## src/rtl/debounce_fsm.sv

```systemverilog
// ---------------------------------------------------------------------------
// debounce_fsm
//
// Purpose:
//   Turns a raw, possibly bouncing mechanical input into a clean level. The
//   level only changes after STABLE_CYCLES consecutive identical samples that
//   differ from the current level. Any reversal during qualification throws
//   away the partial count; there is no partial credit. The output is meant
//   to drive positive_edge_detector.level, so each physical press produces
//   exactly one tick downstream.
//
// Configuration macro:
//   DEBOUNCE_SYNC_EN - when defined, din passes through a two-flop
//                      synchronizer (sync1 -> sync2) before the FSM sees it.
//                      This adds two cycles of latency and is needed when din
//                      comes straight from a pad. When undefined, din is used
//                      directly and must already be synchronous to clk.
//
// Parameters:
//   STABLE_CYCLES - consecutive identical samples needed before level
//                   changes (1 .. 2^CNT_W-1)
//   CNT_W         - width of the stability counter
//
// Ports:
//   clk   in   system clock, rising edge
//   rst   in   asynchronous active-high reset
//   din   in   raw button/switch input
//   level out  debounced level, decoded from the registered state
//   busy  out  high while a candidate transition is being qualified
// ---------------------------------------------------------------------------
module debounce_fsm #(
  parameter int unsigned STABLE_CYCLES = 4,
  parameter int unsigned CNT_W         = 4
) (
  input  logic clk,
  input  logic rst,
  input  logic din,
  output logic level,
  output logic busy
);

  // The encoding keeps level in bit 1 and busy as the XOR of both bits, but
  // the output decode below compares full state names for readability.
  typedef enum logic [1:0] {
    STABLE_LOW  = 2'b00,
    WAIT_HIGH   = 2'b01,
    STABLE_HIGH = 2'b11,
    WAIT_LOW    = 2'b10
  } state_t;

  // With a single required sample the WAIT states are skipped entirely.
  localparam bit SINGLE = (STABLE_CYCLES == 1);

  // The sample that completes a run arrives when cnt already holds N-1, so
  // comparing against N-1 is the same as testing cnt+1 == N without needing
  // an extra counter bit.
  localparam logic [CNT_W-1:0] LAST = CNT_W'(STABLE_CYCLES - 1);

  state_t           state;
  state_t           state_next;
  logic [CNT_W-1:0] cnt;
  logic [CNT_W-1:0] cnt_next;
  logic             s;

`ifdef DEBOUNCE_SYNC_EN
  logic sync1;
  logic sync2;

  // Two-flop synchronizer: sync1 may go metastable, sync2 gives it a full
  // cycle to resolve before the FSM looks at it. Both clear on reset so a
  // stale high can never leak into the first post-reset qualification.
  always_ff @(posedge clk or posedge rst) begin
    if (rst) begin
      sync1 <= 1'b0;
      sync2 <= 1'b0;
    end else begin
      sync1 <= din;
      sync2 <= sync1;
    end
  end

  assign s = sync2;
`else
  assign s = din;
`endif

  // State and counter registers. Reset drops any partial count so a full
  // run is needed again after release.
  always_ff @(posedge clk or posedge rst) begin
    if (rst) begin
      state <= STABLE_LOW;
      cnt   <= '0;
    end else begin
      state <= state_next;
      cnt   <= cnt_next;
    end
  end

  // Next-state logic. The defaults send any unexpected encoding back to
  // STABLE_LOW with a cleared counter, which is also the glitch-rejected
  // return path, so only the "stay" and "advance" cases need to be spelled
  // out.
  always_comb begin
    state_next = STABLE_LOW;
    cnt_next   = '0;

    case (state)
      STABLE_LOW: begin
        if (s) begin
          if (SINGLE) begin
            state_next = STABLE_HIGH;
          end else begin
            state_next = WAIT_HIGH;
            cnt_next   = CNT_W'(1);
          end
        end else begin
          state_next = STABLE_LOW;
        end
      end

      WAIT_HIGH: begin
        if (!s) begin
          state_next = STABLE_LOW;
        end else if (cnt == LAST) begin
          state_next = STABLE_HIGH;
        end else begin
          state_next = WAIT_HIGH;
          cnt_next   = cnt + 1'b1;
        end
      end

      STABLE_HIGH: begin
        if (!s) begin
          if (SINGLE) begin
            state_next = STABLE_LOW;
          end else begin
            state_next = WAIT_LOW;
            cnt_next   = CNT_W'(1);
          end
        end else begin
          state_next = STABLE_HIGH;
        end
      end

      WAIT_LOW: begin
        if (s) begin
          state_next = STABLE_HIGH;
        end else if (cnt == LAST) begin
          state_next = STABLE_LOW;
        end else begin
          state_next = WAIT_LOW;
          cnt_next   = cnt + 1'b1;
        end
      end

      default: begin
        state_next = STABLE_LOW;
        cnt_next   = '0;
      end
    endcase
  end

  // Outputs depend only on the registered state, so they cannot glitch on
  // input activity between edges.
  assign level = (state == STABLE_HIGH) || (state == WAIT_LOW);
  assign busy  = (state == WAIT_HIGH)   || (state == WAIT_LOW);

endmodule

```

## config.mk

```make
export PLATFORM = sky130hd
export DESIGN_NAME = debounce_fsm
export DESIGN_NICKNAME = d
export VERILOG_FILES = /design/src/rtl/debounce_fsm.sv
export SDC_FILE = /design/constraint.sdc
export NUM_CORES = 1
export LEC_CHECK = 0
export ABC_AREA = 1
export BUFFER_PORTS_ARGS = -buffer_cell sky130_fd_sc_hd__buf_4
export CORE_AREA = 2 2 39 41
export DETAILED_ROUTE_END_ITERATION = 7
export DIE_AREA = 0 0 41 43
export PLACE_DENSITY = 0.45
export SLEW_MARGIN = 40
export SYNTH_ARGS = -nofsm -noshare
export SYNTH_HDL_FRONTEND = slang
export SYNTH_SLANG_ARGS = --single-unit
```

## constraint.sdc

```tcl
create_clock -name clk -period 3.19 [get_ports clk]
set_clock_uncertainty 0.1 [all_clocks]
set_input_delay 0.638 -clock clk [delete_from_list [all_inputs] [get_ports clk]]
set_output_delay 0.638 -clock clk [all_outputs]
set_load 0.01 [all_outputs]
```

; ---- Word level (Yosys, flattened, before mapping)
; Cells that the tools add are included.
[word_totals]
reg_bits = 6
out_inout_bits = 2
elab_cells = 23
[classes]
add_sub_neg = 1
eq_ne = 4
mux = 13
reduce_logical = 3
[ops]
columns = op, count
row1 = $pmux 4 s4, 1
row2 = $mux 4, 3
row3 = $mux 2, 4
row4 = $pmux 2 s4, 1
row5 = $add 4x1->4 const B, 1
row6 = $eq 2x2->1 const B, 2
row7 = $eq 4x2->1 const B, 1
row8 = $mux 1, 4
row9 = $eq 2x1->1 const B, 1
row10 = $logic_not 2->1, 1
row11 = $logic_or 1x1->1, 2

; ---- Depth between registers and ports, before layout
; Gate-level depths: netlist of run 1.
[depth]
depth_word = 4
mapped_depth = 8
depth_no_buf = 8

; ---- Worst setup path before layout of run 1
; No wires, ideal clock.
[synth_timing]
kind = register to output
from = register state[0]
to = output port level
arrival_ns = 0.765
required_time_ns = 2.452
slack_ns = 1.687
stages_incl_launch_ff = 5
n_path_buf = 0
path_cell_list = dfrtp_1 -> inv_1 -> ha_1 -> inv_1 -> nand2_1
[synth_between]
elab_chain_len = 2
elab_cells_between_ends = 3
classes_between = eq/ne: 2 / reduce/logical: 1
[synth_lines]
columns = item, line_no
row1 = from (decl), 59  ; state_t state;
row2 = from (signal assigned), 94  ; state <= state_next;
row3 = $eq 2x2->1, 165  ; assign level = (state == STABLE_HIGH) || (state == WAIT_LOW);
row4 = $logic_or 1x1->1 *, 165
row5 = to (decl), 38  ; output logic level,
; Mark *: on every way between the ends. The rest lies on a longest branch, timed or not.

; ---- Worst setup path in the final report of run 1
; Ends and elaborated chain as after synthesis.

==> impl_summary.md, run 1 <==
Run
The max-capacitance violation count is 0.

Critical path
The worst setup path is of the flop to output port kind. Data on the critical path arrives at its endpoint at between 1000 and 1500 ps. The category of the worst setup path launch point is a flop. Among the stages of the critical path, the cell type that occurs most often is inv_1. The origin of the worst setup path is state[0]$_DFF_PP0_. The cell with the biggest individual delay on the critical path is dfrtp_1. The termination of the worst setup path is level.

The combined buffer and inverter count along the critical path is 3. In this run the critical register-to-register path is launched from state[0]$_DFF_PP0_. The delay of the slowest cell on the worst path is approximately 370 ps. The instance count on the critical path is 5.

Walking the worst path, the cells encountered are inv_1 > ha_1 > inv_1 > nand2_1 > buf_4. In this run the register-to-register setup slack is approximately 1900 ps. The top fanout value on the critical path is 3. The endpoint identified for the worst register-to-register timing path is cnt[3]$_DFF_PP0_. STA classifies the critical path endpoint as an output port. The worst register-to-register path has a depth of 6. The kind of cell with the highest combined delay along the critical path is flip-flops. STA puts the critical path data required time at 2450 ps.

Power
The maximum VDD drop is 161 uV. The static power due to leakage is 0.241 nW. In this run the power density over the cells is ~420 nW/um^2. The final total power is around 190 uW.

Timing
The final number of hold-violating endpoints came to 0. In the post-route analysis, the smallest setup slack over all paths is 1300 ps. The relative slew slack is 0.861. The setup violation total in the final timing report is 0. The worst hold margin is between 200 and 250 ps.

Dividing the final minimum period by the clock period gives 0.594. The clock period could shrink to roughly 1900 ps. The slew of the pin with the lowest slew margin is between 200 and 250 ps. The final max-slew violation count is 0. The highest clock frequency the design can meet is 0.528 GHz. The total negative slack for setup checks is 0 ps. Setup repair after global routing left no endpoint under its margin.

Floorplanning
The core region is 1380 um^2. The height of the die is 43 um. The overall die area is ~1800 um^2. The die is 41 um wide. The initialized floorplan defines 14 standard-cell rows. 5 I/O pins were placed. For this configuration, the core starts out at a cell density of 0.269.

Synth
By count the netlist is led by inv_1 (9), dfrtp_1 (6), nand2_1 (6), nor2_1 (6), ha_1 (5). The number of different library cells used by synthesis comes to 14. In this run, synthesis inferred 0 flip-flops with an integrated enable. In this run, synthesis produced a sequential element count of 6. Of the post-synthesis cell area, the dominant cell type holds 0.403.

In the synthesized netlist the dominant register cell turns out to be dfrtp_1. The post-synthesis cell type with the largest combined area is dfrtp_1. The number of warnings reported in the yosys synthesis log is 0.

The most frequently used cell type in the post-synthesis netlist is inv_1. The synthesized netlist occupies a cell area of ~370 um^2. Yosys attributes the largest share of cell area to dfrtp_1 (40%), ha_1 (17%), inv_1 (9.1%). The synthesized area per cell is approximately 8.5 um^2. The number of nets produced by synthesis is 52. In the synthesized netlist the async set-or-reset flop fraction comes to 1.00. The instance count of the mapped netlist is 44.

For this run, the register share of the synthesized area comes to 0.403.

Global route
The initial antenna violation count was 0. Summed over all layers, the global routing overflow is 0. The first global-routing pass estimated ~990 um of wire. The total global-route track usage is 0.0915.

The number of global-route vias before repair was 250. Entering global routing, the biggest net connects 7 pins.

Clock network
The count of clock tree sinks is 6. In this run, post-CTS hold repair placed 0 buffers. The TritonCTS clock tree is yes. The maximum level of the CTS H-tree is 1. After clock tree synthesis, the clock-pin slew on the worst setup and hold paths is approximately 40 ps.

The post-cts repair resize count is 0. Clock tree synthesis selected as its root buffer the cell clkbuf_4. The longest clock path from root to sink contains 2 buffers.

The number of setup buffers added after CTS is 0. The clock latency of the later-clocked register in the worst-skew pair is approximately 240 ps. Buffers inserted during clock tree synthesis total 3.

Run status
The run finished with clean final reports.

Layout
The area added between synthesis and finish is 19.5%. The total inserted antenna cells is 0. Summing all non-filler instances in the final layout gives an area of about 450 um^2. The fraction of the core area covered by cells at the end of the flow is 0.322. The fraction of layout cells with a size suffix above 1 is 0.216. The number of fill cells is approximately 150.

In the final design database the tool counted 61 nets. The finished layout holds 67 standard cells, fillers aside.

Place
At the placement stage, the worst setup path has a slack of 1540 ps. In this run the tool buffered the top-level ports with 4 buffer cells. Once detailed placement completed, the half-perimeter wirelength came to between 400 and 500 um. Routability-driven placement finished with a final weighted congestion of approximately 0.71. The instance area after placement is ~420 um^2. The instance count after placement with tap cells included is 64.

Routing
The total iterations of the first detailed-routing run is 2. The routed layout has around 280 vias. The number of DRC markers in iteration 0 is 1.

The via density per instance is roughly 4. The post-detailed-routing wire length is between 500 and 600 um. The count of nets left with antenna violations after detail routing is 0. After detailed routing, the average wire length per cell comes to between 8 and 9 um.

The DRC violation count after routing is 0.

Hold path
The worst hold path class is primary input to asynchronous set/reset pin.
==> layout make-up <==
class	instances	area, um^2	area share
clock buffers	3	22.5	0.0506
well taps	16	20.0	0.0449
multi-input cells	29	189	0.424
flip-flops and latches	6	150	0.337
inverters	9	33.8	0.0758
repair buffers	4	30.0	0.0674
==> where the power goes <==
part	switching [mW]	internal [mW]	total, mW	leakage, nW
sequential	0.00437	0.0816	0.0859	0.0803
clock	0.0239	0.0423	0.0662	0.0138
combinational	0.0196	0.0143	0.0339	0.147
total	0.0479	0.138	0.186	0.241
==> layer usage <==
metal	track usage	up-vias	share of wire
li1	-	150	-
met1	0.130	120	0.48
met2	0.0938	3	0.47
met3	0.0157	2	0.030
met4	0.120	0	0.016
met5	0	-	0
==> flip-flops by register name, summed over array words and instances (netlist names) <==
signal	flops
state	2
cnt	4
==> layout by cell type, fill, tap and decap left out <==
| cell type | instances |
|---|---|
| inv_1 | 9 |
| nand2_1 | 6 |
| nor2_1 | 6 |
| dfrtp_1 | 6 |
| ha_1 | 5 |
| buf_4 | 4 |
| nand3_1 | 3 |
| clkbuf_4 | 3 |
| o21ai_2 | 2 |
| o21ai_0 | 1 |
| nand2_2 | 1 |
| nand3_2 | 1 |
| xor2_1 | 1 |
| nor3_1 | 1 |
| a21oi_1 | 1 |
| xnor2_1 | 1 |
==> logic make-up (layout without fill, tap and decap cells) <==
group,count (synthesis),in the layout,synth area share
simple gates,18,18,0.218
buf+inv,9,16,0.0906
flops,6,6,0.403
fa+ha+maj,5,5,0.168
compound gates,4,4,0.0738
xor+xnor,2,2,0.0470
==> how the worst min path moves through the flow <==
stage / start / to / slack (ps) / cells past startpoint
5_1_grt: rst / cnt[1]$_DFF_PP0_ / 220 / 2
3_5_place_dp: cnt[0]$_DFF_PP0_ / cnt[0]$_DFF_PP0_ / 380 / 1
6_report: rst / cnt[1]$_DFF_PP0_ / 210 / 2
4_1_cts: rst / state[1]$_DFF_PP0_ / 200 / 2
2_1_floorplan: rst / cnt[0]$_DFF_PP0_ / 330 / 1
3_3_place_gp: cnt[0]$_DFF_PP0_ / cnt[0]$_DFF_PP0_ / 390 / 1
==> worst reg2reg max path: cells and delay by family (launching register included) <==
family                   cells  cell delay [ps]
flip-flops                   1              390
AND/OR/NAND/NOR              2              250
adder cells (fa/ha/maj)      1              170
AO/OA/AOI/OAI                1              150
buffers and inverters        2              140
No activity file was read; power rests on OpenSTA's default activity.
==> run 2, diff against run 1 <==
--- a/config.mk
+++ b/config.mk
@@ -5,12 +5,12 @@
 export SDC_FILE = /design/constraint.sdc
 export NUM_CORES = 1
 export LEC_CHECK = 0
-export ABC_AREA = 1
+export ABC_AREA = 0
 export BUFFER_PORTS_ARGS = -buffer_cell sky130_fd_sc_hd__buf_4
 export CORE_AREA = 2 2 39 41
 export DETAILED_ROUTE_END_ITERATION = 7
 export DIE_AREA = 0 0 41 43
-export PLACE_DENSITY = 0.45
+export PLACE_DENSITY = 0.46
 export SLEW_MARGIN = 40
 export SYNTH_ARGS = -nofsm -noshare
 export SYNTH_HDL_FRONTEND = slang
==> constraint.sdc (replaced) <==
create_clock -name clk -period 1.6 [get_ports clk]
set_clock_uncertainty 0.1 [all_clocks]
set_input_delay 0.32 -clock clk [delete_from_list [all_inputs] [get_ports clk]]
set_output_delay 0.32 -clock clk [all_outputs]
set_load 0.01 [all_outputs]
==> impl_summary.md, run 2 <==
Run status
The flow ran to the end, but the final reports show violations. The checks that failed: setup timing.

Power
In this run the static leakage power is between 0.2 and 0.25 nW. The maximum VDD drop is 376 uV. In this run the power density over the cells is ~710 nW/um^2.

Global route
The maximum number of pins on one net before global-route repair is 7. The final global-route overflow total is 0. The first global-routing pass estimated ~1200 um of wire.

The initial antenna violation count is 0. In the global route stage, overall resource usage came out at 0.112. The number of global-route vias before repair came to 324.

Hold path
The worst hold path class is primary input to flop.

Layout
In the layout the commonest cells are buf_4 (8), dfrtp_1 (5), nor2_1 (4). The largest registers in the layout are cnt (4), state (2). For this run, the number of standard cells in the final layout without fillers is 62. The register ranked first by flip-flop count is cnt. The fraction of layout cells with a size suffix above 1 is 0.457. The register with the most flip-flops in the layout has 4 of them.

The total inserted antenna cells is 0. Compared with the post-synthesis result, the final layout area differs by 38.1%. In the final design database the tool counted 56 nets.

The library cell used most frequently in the layout, excluding fill and tap cells, is buf_4.

Clock network
The buffer levels on the longest clock path is 2. The clock net in this run drives a total of 6 sinks. The TritonCTS clock tree is yes.

The tree is rooted in a clkbuf_4. In this run the number of H-tree levels came out at 1. The clock latency of the later-clocked register in the worst-skew pair is 250 ps. The number of buffers inserted during clock tree synthesis is 3. The clock transition at the register clock pins on the worst setup and hold paths after CTS is roughly 50 ps.

Critical path
The top fanout value on the critical path is 4. The category of the critical setup timing path is flop to output port. The required arrival time at the worst endpoint is roughly 1200 ps.

The terminus of the critical flop-to-flop path is cnt[0]$_DFF_PP0_. The category of the worst setup path launch point is a flop. The most critical setup path has its startpoint at state[1]$_DFF_PP0_. The most critical setup path has its endpoint at level. The arrival time reported for the critical path endpoint is approximately 1200 ps. The type of destination of the critical path is an output port. The count of cells along the worst register-to-register path is 5. The worst register-to-register path begins at state[1]$_DFF_PP0_.

The reg-to-reg setup timing slack is 80 ps.

Synth
The area share of the leading cell type in the synthesized netlist is 0.401. The number of nets in the synthesized netlist is 41. dfrtp_1 takes more of the synthesized area than any other cell. For this run, the register share of the synthesized area comes to 0.401. In this run, synthesis produced a sequential element count of 6. Ranked by total cell area, the synthesized netlist is headed by dfrtp_1 (40%), ha_1 (17%), o311ai_4 (7.0%). For this run, the leading register cell type out of synthesis is dfrtp_1. The fraction of registers with async set or reset after synthesis is 1.00. In this run the cell area of the synthesized design comes to between 300 and 400 um^2. The count of flip-flops with a built-in enable after synthesis is 0. The Yosys step of the flow raised 0 warnings. Synthesis handed over a netlist of 33 instances. Yosys mapped the design onto 17 distinct sky130hd cell types. After synthesis, the mean cell area works out to 11.3 um^2. Counting instances in the post-synthesis netlist gives the leading cell types as dfrtp_1 (6), ha_1 (5), inv_1 (4), nor2_1 (4), nand2_1 (2).

The most frequently used cell type in the post-synthesis netlist is dfrtp_1.

Place
The routability congestion estimate from global placement is approximately 0.63. The instance count after placement with tap cells included is 54. The number of buffers inserted by port buffering is 4. Detailed placement finished with a half-perimeter wire length of roughly 540 um.

Timing
The total negative slack for setup checks is -58.8 ps. The final number of hold-violating endpoints is 0. Setup repair after global routing could not meet its margin everywhere. The relative slew slack is 0.839. Setup violations remaining at the end of the flow were counted as 1. In the post-route analysis, the smallest setup slack over all paths is -58.8 ps. The final max-slew violation count is 0. The post-route minimum period is 1660 ps.

For the pin with the worst max-slew slack, the measured transition is around 240 ps. The final worst-path cycle share is 1.04. Derived from the worst setup path, the maximum achievable clock frequency is 0.603 GHz.

Routing
For this run, the detailed router's first-pass iteration total came to 1. After detailed routing, the average wire length per cell comes to 12.1 um. The DRC violation count after routing is 0. Using the TritonRoute via totals, the vias-per-cell ratio works out to 4.55.

The post-detailed-routing wire length is 751 um. The routed via count is 282. The detailed router finished its first iteration with 0 violations. In this run the remaining antenna-violating nets after routing total 0.

Floorplanning
In this run the core area contains 14 standard-cell rows. The floorplan step set the die width to roughly 41 um. 5 I/O pins were placed. The height of the die is 43 um. The placeable core region is between 1000 and 1500 um^2. The overall die area is about 1800 um^2. The effective utilization at floorplan is 0.270.

Run
The max-capacitance violation count is 0.
run 2: changes by cell type after synthesis, moves of 2 or more:
cell	before	now
nand2_1	6	2
inv_1	9	4
o21ai_2	2	0
nor2_1	6	4
nand3_1	3	1
run 2: final cells by class:
cell class,instances,area [um^2]
fillers,139,867
multi-input cells,23,226
flip-flops and latches,6,151
repair buffers,10,81.3
clock buffers,3,22.5
well taps,16,20.0
inverters,4,15.0
run 2: where the power goes:
| group | switching, mW | leakage, nW | internal (mW) |
|---|---|---|---|
| Combinational | 0.0249 | 0.143 | 0.0252 |
| Sequential | 0.00575 | 0.0788 | 0.157 |
| Clock | 0.0661 | 0.0138 | 0.0857 |
run 2: layer usage:
| metal | track usage | part of all wire |
|---|---|---|
| met5 | 0 | 0 |
| met4 | 0.100 | 0.032 |
| met3 | 0.0314 | 0.021 |
| met2 | 0.172 | 0.51 |
| met1 | 0.115 | 0.43 |
run 2: stage by stage:
step                      hold slack (ps)  setup slack [ps]   util  area (um^2)  power, mW
after floorplan                      11.0               257      -          374      0.193
after global placement                158               119  0.312          432      0.208
after CTS                             234             -61.0  0.360          498      0.369
final                                 243             -58.8  0.373          517      0.365
after detailed placement              162               110  0.312          432      0.209
after global routing                  235             -91.9  0.373          517      0.386
run 2: kinds of logic after synthesis:
logic type      count (synthesis)  synth area share
buf+inv                         4            0.0401
simple gates                   11             0.191
mux                             1            0.0268
fa+ha+maj                       5             0.167
compound gates                  4             0.127
xor+xnor                        2            0.0468
flops                           6             0.401
run 2: critical path, cell delays in order (launching register included):
cell	delay (ps)
dfrtp_2	440
ha_2	190
or2_4	230
buf_6	120
run 2: worst min-delay path by stage:
stage          startpoint                 end  slack, ps  depth (start not counted)
3_3_place_gp          rst    cnt[3]$_DFF_PP0_        160                          2
2_1_floorplan         rst    cnt[0]$_DFF_PP0_         10                          1
5_1_grt               din  state[0]$_DFF_PP0_        230                          2
3_5_place_dp          rst    cnt[3]$_DFF_PP0_        160                          2
6_report              din  state[0]$_DFF_PP0_        240                          2
4_1_cts               din  state[0]$_DFF_PP0_        230                          2
run 2: timing repair:
| action | 4_1_cts | 5_1_grt |
|---|---|---|
| setup endpoints to repair | 1 | 2 |
| setup buffers | 3 | 1 |
| resized for setup | 5 | 2 |
| hold buffers | 1 | 0 |
| hold endpoints to repair | 6 | 0 |
| pin swaps | 1 | 3 |
==> run 3, diff against run 2 <==
--- a/config.mk
+++ b/config.mk
@@ -11,6 +11,7 @@
 export DETAILED_ROUTE_END_ITERATION = 7
 export DIE_AREA = 0 0 41 43
 export PLACE_DENSITY = 0.46
+export RECOVER_POWER = 25
 export SLEW_MARGIN = 40
 export SYNTH_ARGS = -nofsm -noshare
 export SYNTH_HDL_FRONTEND = slang
==> impl_summary.md, run 3 (synthesized netlist as in run 2, its figures left out) <==
Layout
The final cell area excluding filler cells is ~520 um^2. The finished layout holds a little over 60 standard cells, fillers aside. The library cell used most frequently in the layout, excluding fill and tap cells, is buf_4.

The number of antenna diodes in the final layout is 0. In the layout the commonest cells are buf_4 (7), dfrtp_1 (5), nor2_1 (4), clkbuf_4 (4). The number of fill cells is 139.

In the final layout, the share of cells above drive strength 1 is 0.457. The register with the most flip-flops in the layout has 4 of them. In the final layout, the registers with the most flip-flops are cnt (4), state (2). Ranked by flip-flop count, first place goes to cnt. The count of nets after finishing is 56. At the end of the flow the core is filled with cells to 0.373.

The area added between synthesis and finish is 38.1%.

Power
For this design the total switching power over the nets is approximately 97 uW. The clock power share is 0.416. The static power due to leakage is roughly 0.24 nW. The share of total power dissipated in combinational logic is 0.137. The areal power density over the cells is between 700 and 800 nW/um^2. The sequential group share of total power is 0.447. The maximum VDD drop is 376 uV. Of the total power, the share spent switching nets is 0.265. The internal portion of total power is approximately 270 uW. The design draws between 300 and 400 uW.

Critical path
At the worst endpoint, the required time is between 1000 and 1500 ps. The worst register-to-register path ends at cnt[0]$_DFF_PP0_. STA classifies the critical path endpoint as an output port. The critical path ends at level. Across all register-to-register paths, the minimum setup slack is around 80 ps.

The category of the critical setup timing path is flop to output port. At the worst endpoint, the arrival time is between 1000 and 1500 ps. STA classifies the critical path startpoint as a flop. In this run the worst setup path begins at state[1]$_DFF_PP0_.

The reg-to-reg startpoint is state[1]$_DFF_PP0_. Counting cells, the worst reg-to-reg path comes to 5. The top fanout value on the critical path is 4.

Run status
The run finished, with violations left. The checks that failed: setup timing.

Clock network
The number of buffers inserted during clock tree synthesis is 3. After clock tree synthesis, the clock-pin slew on the worst setup and hold paths is 50 ps. The clock root buffer is clkbuf_4. The clock drives 6 sinks. The TritonCTS clock tree is yes. The clock latency of the later-clocked register in the worst-skew pair is about 250 ps. The maximum level of the CTS H-tree is 1. The buffer levels on the longest clock path is 2.

Routing
The number of DRC markers in iteration 0 is 0. The count of nets left with antenna violations once routing finished came out at 0. The wire length per cell is 12.1 um.

After detailed routing, the number of remaining DRC violations is 0. After detailed routing, the number of vias per cell comes to 4.55. The total iterations of the first detailed-routing run is 1.

The post-detailed-routing wire length is ~750 um. The routed via count is roughly 280.

Timing
The relative slew slack is 0.839. The post-route minimum period is 1660 ps. The final number of hold-violating endpoints is 0. In the finished design, the share of the clock period the worst path needs comes to 1.04. Based on the critical path, the design can be clocked at up to about 0.6 GHz. In the post-route analysis, the smallest setup slack over all paths is -58.8 ps.

Setup repair after global routing could not meet its margin everywhere. At the pin with the least slew margin, the transition time is between 200 and 250 ps. The final max-slew violation count is 0. The setup violation total in the final timing report is 1.

Global route
The final global-route overflow total is 0. The global-route wire length before repair is between 1000 and 1500 um. The total global-route track usage is 0.112. The number of global-route vias before repair is 324. The initial antenna violation count is 0. Entering global routing, the biggest net connects 7 pins.

Floorplanning
The die covers approximately 1800 um^2. 5 I/O pins were placed. The placeable core region is between 1000 and 1500 um^2. The floorplan has 14 rows.

The die is 43 um tall. Measured along the x axis, the die boundary spans a little over 40 um. For this configuration, the core starts out at a cell density of 0.270.

Place
During placement, the flow inserted port buffers numbering 4. The instance count after placement with tap cells included is between 50 and 60. The placed instances occupy a cell area of 432 um^2. The HPWL after detailed placement is about 540 um. The routability congestion estimate from global placement is 0.633.

At the placement stage, the worst setup path has a slack of 110 ps.

Run
The tool flagged a number of max-cap violations equal to 0.

Hold path
The path class of the tightest hold or removal check is primary input to flop.
==> run 3: cell count changes in the layout (fill, tap and decap cells not counted), sizes merged <==
cell    before  now
buf          9    8
clkbuf       3    4
==> run 3: layer usage <==
layer	track usage	share of wire
met5	0	0
met4	0.100	0.032
met3	0.0314	0.021
met2	0.172	0.51
met1	0.115	0.43
==> run 3: area by class of cell <==
cell class              instances  area, um^2  area share
well taps                      16        20.0      0.0387
clock buffers                   3        22.5      0.0436
inverters                       4        15.0      0.0291
multi-input cells              23         226       0.438
flip-flops and latches          6         151       0.293
repair buffers                 10        81.3       0.157
==> run 3: worst min-delay path by stage <==
stage	start	end	slack, ps	depth (start not counted)
after floorplan	rst	cnt[0]$_DFF_PP0_	10	1
after global placement	rst	cnt[3]$_DFF_PP0_	160	2
after detailed placement	rst	cnt[3]$_DFF_PP0_	160	2
after CTS	din	state[0]$_DFF_PP0_	230	2
after global routing	din	state[0]$_DFF_PP0_	230	2
final	din	state[0]$_DFF_PP0_	240	2
==> run 3: timing repair <==
action                                  in CTS  in global routing
buffers inserted                             3                  1
endpoints found under the hold margin        6                  0
pin swaps                                    1                  3
gates resized for setup                      5                  2
hold buffers                                 1                  0
endpoints found under the setup margin       1                  2
==> run 3: worst max-delay path: stages (launching register included) <==
cell and delay (ps):
dfrtp_2 440, ha_2 190, or2_4 230, buf_6 120
==> run 3: through the flow <==
stage                     TNS [ps]  hold slack (ps)
after floorplan                  0             11.0
after global placement           0              158
after detailed placement         0              162
after CTS                    -61.0              234
after global routing          -127              235
final                        -58.8              243
==> run 3: power by group through the flow <==
stage / Clock [mW] / Combinational [mW] / Sequential (mW)
after floorplan: 0 / 0.0292 / 0.164
after global placement: 0 / 0.0425 / 0.165
after detailed placement: 0 / 0.0441 / 0.165
after CTS: 0.156 / 0.0499 / 0.163
after global routing: 0.168 / 0.0547 / 0.163
final: 0.152 / 0.0499 / 0.163
